File: src/rtl/fetch_pc_unit.sv
// Fetch PC + IF/ID latch; FETCH_REDIRECT_HOLD_EN stores redirects seen during stall until release.
// Latency: imem_addr = pc combinationally; IF/ID loads one cycle after the address; one bubble per redirect.
// Backpressure: stall freezes pc and IF/ID; without the macro a redirect overrides stall.
module fetch_pc_unit #(
  parameter int                    PC_WIDTH = 11,
  parameter logic [PC_WIDTH-1:0]   RESET_PC = '0,
  parameter logic [31:0]           NOP_WORD = 32'h0000_0000
) (
  input  logic                clk,
  input  logic                reset,
  input  logic                stall,
  input  logic                redirect_valid,
  input  logic [PC_WIDTH-1:0] redirect_pc,
  output logic [PC_WIDTH-1:0] imem_addr,
  input  logic [31:0]         imem_data,
  output logic [31:0]         if_id_instr,
  output logic [PC_WIDTH-1:0] if_id_pc_next,
  output logic                if_id_valid,
  output logic                redirect_pending
);

  logic [PC_WIDTH-1:0] pc;
  logic [PC_WIDTH-1:0] pc_inc;
  logic                take_redirect;
  logic [PC_WIDTH-1:0] redirect_target;

  // Wraps modulo 2^PC_WIDTH by construction.
  assign pc_inc    = pc + PC_WIDTH'(1);
  assign imem_addr = pc;

`ifdef FETCH_REDIRECT_HOLD_EN
  logic                pend_valid;
  logic [PC_WIDTH-1:0] pend_pc;

  // A live redirect on the release edge is newer than the stored one.
  assign take_redirect    = !stall && (redirect_valid || pend_valid);
  assign redirect_target  = redirect_valid ? redirect_pc : pend_pc;
  assign redirect_pending = pend_valid;

  always_ff @(posedge clk) begin
    if (reset) begin
      pend_valid <= 1'b0;
      pend_pc    <= RESET_PC;
    end else if (stall) begin
      if (redirect_valid) begin
        pend_valid <= 1'b1;
        pend_pc    <= redirect_pc;
      end
    end else begin
      pend_valid <= 1'b0;
    end
  end
`else
  assign take_redirect    = redirect_valid;
  assign redirect_target  = redirect_pc;
  assign redirect_pending = 1'b0;
`endif

  always_ff @(posedge clk) begin
    if (reset) begin
      pc            <= RESET_PC;
      if_id_instr   <= NOP_WORD;
      if_id_pc_next <= RESET_PC;
      if_id_valid   <= 1'b0;
    end else if (take_redirect) begin
      // Wrong-path word fetched this cycle is dropped as a bubble.
      pc            <= redirect_target;
      if_id_instr   <= NOP_WORD;
      if_id_pc_next <= redirect_target;
      if_id_valid   <= 1'b0;
    end else if (!stall) begin
      pc            <= pc_inc;
      if_id_instr   <= imem_data;
      if_id_pc_next <= pc_inc;
      if_id_valid   <= 1'b1;
    end
  end

endmodule

File: config.mk
export PLATFORM = sky130hd
export DESIGN_NAME = fetch_pc_unit
export DESIGN_NICKNAME = d
export VERILOG_FILES = /design/src/rtl/fetch_pc_unit.sv
export SDC_FILE = /design/constraint.sdc
export NUM_CORES = 1
export LEC_CHECK = 0
export CAP_MARGIN = 20
export CORE_AREA = 2 2 71 73
export DETAILED_ROUTE_END_ITERATION = 8
export DIE_AREA = 0 0 73 75
export PLACE_DENSITY = 0.94
export SYNTH_ARGS = -nofsm -noshare
export SYNTH_HDL_FRONTEND = slang
export SYNTH_SLANG_ARGS = --single-unit
export TNS_END_PERCENT = 50
File: constraint.sdc
create_clock -name clk -period 4.33 [get_ports clk]
set_input_delay 0.866 -clock clk [delete_from_list [all_inputs] [get_ports clk]]
set_output_delay 0.866 -clock clk [all_outputs]
set_load 0.02 [all_outputs]
Word-level counts from Yosys, hierarchy flattened
Cells that the tools add are included.

$lt $le $gt $ge: 0. Div/mod/pow operators: 0. Reductions and logical operators: 1. Bitwise gates (word level): 0. Eq/ne operators: 1. Add/subtract/negate cells: 1. Mux-type cells: 2. Shift-type cells: 0. $mul: 0.

Operator list (count): 11-bit two-way mux (2); 11-bit by 1-bit adder with 11-bit output, second input constant (1); 2-bit by 1-bit != test with 1-bit output, second input constant (1); 2-bit OR reduction (1).

RAM bits: 0. Memories: 0. Latch bits: 0. Output and inout bits: 56. Register bits: 44. Bits in read-only memories: 0.

Depth between registers and ports, before layout
Depth after elaboration: 3. Mapped depth: 5.

Worst setup path before layout
No wires, ideal clock.

Path kind: input -> register. Start point: input port stall. End point: register pc[10], in the netlist imem_addr[10]. Arrival: 1720 ps. Setup time: 112 ps. Cell stages on the path: 3. Required time: 4218 ps. Setup slack: 2498 ps. Path buffers: 0. Path through: or2b_2 > o41a_1 > a2111oi_1.

Cells in the longest elaborated chain, start to end: 1.

RTL lines: start: declaration (RTL line 11) `input logic stall,`; 2-bit by 1-bit != test with 1-bit output (no source line); end signal: assignment (RTL line 67) `pc <= redirect_target;`; end signal: assignment (RTL line 72) `pc <= pc_inc;`; end: declaration (RTL line 22) `logic [PC_WIDTH-1:0] pc;`.

Every way passes these cells. A chain may end at the register's enable or synchronous reset.

Worst setup path after layout
Start point: input port stall. End point: register pc[9], in the netlist imem_addr[9].

Same word-level chain as after synthesis.

==> flow_summary.yaml <==
synth:
  yosys.cell_types.count: 37
  synth_top_area_frac: 0.4665
  synth_warnings: 0
  syn_area_per_cell_um2: 9.584
  seq_area_frac_synth: 0.4665
  syn_nets: 245
  synthTopCellsByArea: "dfxtp_1 47%, mux2i_1 17%, nor2_1 8.0%"
  syn_area_mm2: 0.001888
  syn_inst: 197
  synth_largest_area_cell: "dfxtp_1"
  ys_ff_latch: 44
power_and_ir_drop:
  clockPowerShare: 0.333
  switchingPower_mw: 0.2326
  p_seq_frac: 0.473
  p_sw_frac: 0.2511
  power.density_mw_per_mm2: 315.6
  power.internal_mw: 0.6938
  p_leak_nw: 1.135
  power_frac_comb: 0.194
  ir_drop_v: 0.0002322
sta:
  rsz0062_at_grt: "false"
  relSlewSlack: 0.2890
  final-setup-viol-count: 0
  clock_skew_ns: 0.004585
  maxSlewViolCount: 0
  finalHoldViolCount: 0
  min_period_ns: 2.305
  period_share: 0.5323
  whs_ns: 0.4506
  worst_pin_slew_ns: 1.067
  max_freq_ghz: 0.4338
  finalSetupTns_ns: 0
clock_tree:
  post_cts_resized: 0
  clockRootBuffer: "clkbuf_8"
  clockBufferDepth: 2
  cts_tree: "done"
  clock-sinks: 44
  clk_pin_slew_worst_paths_ns: 0.08
  numCtsBuffers: 5
  cts-htree-levels: 2
  postCtsSetupBuffers: 0
  clock_latency_ns: 0.28
  holdBufCountCts: 0
routing:
  first_iter_violations: 89
  drc: 0
  wirelength_um: 4526
  dr.pass1.iters: 4
  routedWlPerCell_um: 13.43
  num_vias: 1644
  ant_nets: 0
  viasPerCell: 4.878
placement:
  dp.cells: 329
  dp_hpwl_um: 3299
  gp_congestion: 0.7553
  port_buffers: 101
global_routing:
  first_global_vias: 1630
  grt_pass1_wl_um: 7120
  grt.total_usage: 0.1648
  grt_remaining_overflow: 0
  grt_max_degree: 43
  antenna_found_initial: 0
worst_setup_path:
  cpPeakStageDelay_ns: 0.50
  cpMaxStageDelayCell: "or3_2"
  cp_cell_sequence: "buf_2, nand4b_1, or3_2, o221ai_1"
  startpoint: "stall"
  reg2reg_slack_ns: 2.70
  r2r_start: "imem_addr[0]"
  critPathArrivalTime_ns: 2.50
  crit_fanout: 42
  r2r_cells: 4
  end_kind: "flip-flop"
  cp-endpoint: "imem_addr[9]"
  cp-start-kind: "input port"
  worstReg2RegEnd: "imem_addr[10]"
  cp.required_ns: 4.53
  critical_path_class: "input port to flip-flop"
cells_and_area:
  antennaDiodeCount: 0
  drive_gt1_frac: 0.06007
  instances_no_fill: 337
  nets: 330
  syn_to_final_growth_pct: 55.47
floorplanning:
  initial_core_util: 0.4051
  ioPinCount: 103
  fp-row-count: 25
  core-area_mm2: 0.004661
  die_h_um: 75
  die_area_mm2: 0.005475
  die_w_um: 73
hold_path:
  hold_path_class: "flip-flop to flip-flop"
flow_run:
  cap_violations: 0
outcome:
  outcome: "complete, no violations"
-- through the flow --
step / total power, mW / setup WS [ns] / area [µm²] / utilization
after CTS: 0.9375 / 2.035 / 2935 / 0.6298
after global placement: 0.6245 / 1.811 / 2824 / 0.6059
after floorplan: 0.5399 / 2.498 / 1888 / -
after global routing: 0.9647 / 1.871 / 2935 / 0.6298
after detailed placement: 0.6282 / 1.771 / 2824 / 0.6059
final: 0.9264 / 2.025 / 2935 / 0.6298
-- area by class of cell --
cell class	instances	area, µm²
Fill cell	392	1725
Multi-Input combinational cell	126	854.6
Timing Repair Buffer	101	1006
Clock buffer	5	68.82
Tap cell	54	67.56
Clock inverter	3	42.54
Sequential cell	44	880.8
Inverter	4	15.01
-- critical path, delay by kind of cell --
family	cells	cell delay, ns
AND/OR/NAND/NOR	2	0.97
buffers and inverters	1	0.43
AO/OA/AOI/OAI	1	0.20
-- cell usage after synthesis --
library cell  instances
nand2_1               8
o221ai_1              2
or3_1                 2
a31oi_1               1
nand3b_1              1
nand2b_1              1
a21oi_1               4
o41a_1                1
xor2_1                2
o311ai_0              2
buf_4                12
conb_1                1
nor4_1                2
a2111oi_1             1
mux2_2                1
nand3_1               1
a211oi_1              3
nor2b_1               2
dfxtp_1              44
or2b_2                1
or2_2                 1
clkbuf_1              6
xnor2_1               2
ha_1                  1
nand3_4               1
nor2_1               40
mux2i_1              32
or3_2                 3
o31a_1                1
and2_1                1
o21ai_0               2
nand4b_1              2
a311oi_1              2
nor3_1                1
buf_2                 5
o31a_2                1
inv_1                 4
-- logic make-up after synthesis --
logic type               Yosys count  synth area share
buffers and inverters             27           0.08084
AND/OR/NAND/NOR                   67            0.1697
AO/OA/AOI/OAI                     20           0.08019
flip-flops                        44            0.4665
multiplexers                      33            0.1756
XOR/XNOR                           4           0.01856
other                              1          0.001986
adder cells (fa/ha/maj)            1          0.006626
-- layout by cell type (no fill, tap or decap), types with 2 or more instances in the layout --
cell,Yosys,routed
clkdlybuf4s50_1,0,100
dfxtp_1,44,44
nor2_1,40,40
mux2i_1,32,32
nand2_1,8,8
clkbuf_8,0,5
inv_1,4,4
a21oi_1,4,4
or3_2,3,3
a211oi_1,3,3
nand4b_1,2,2
or3_1,2,2
o311ai_0,2,2
o221ai_1,2,2
nor4_1,2,2
o21ai_0,2,2
a311oi_1,2,2
xor2_1,2,2
nor2b_1,2,2
xnor2_1,2,2
-- metal layers --
metal / vias to the layer above / wire [µm] / global-route usage
met5: - / 0 / 0
met4: 0 / 46 / 0.07202
li1: 831 / - / -
met1: 734 / 1800 / 0.1852
met3: 6 / 389 / 0.06024
met2: 73 / 2290 / 0.2813
-- registers in the layout, indices dropped and copies added, names as in the netlist --
signal,flops
if_id_instr,32
if_id_valid,1
imem_addr,11
-- power groups by stage --
stage	clock (mW)	combinational (mW)	sequential, mW
3_5_place_dp	0	0.181	0.448
3_3_place_gp	0	0.177	0.447
5_1_grt	0.330	0.194	0.441
4_1_cts	0.318	0.181	0.439
6_report	0.308	0.180	0.438
2_1_floorplan	0	0.0739	0.466
-- how the worst min path moves through the flow --
| stage | start | end | slack (ns) | cells past startpoint |
|---|---|---|---|---|
| after floorplan | if_id_valid | if_id_valid | 0.53 | 2 |
| after global placement | if_id_valid | if_id_valid | 0.44 | 2 |
| after detailed placement | if_id_valid | if_id_valid | 0.44 | 2 |
| after CTS | if_id_valid | if_id_valid | 0.45 | 2 |
| after global routing | if_id_valid | if_id_valid | 0.50 | 2 |
| final | if_id_valid | if_id_valid | 0.45 | 2 |
No activity file was read; power rests on OpenSTA's default activity.
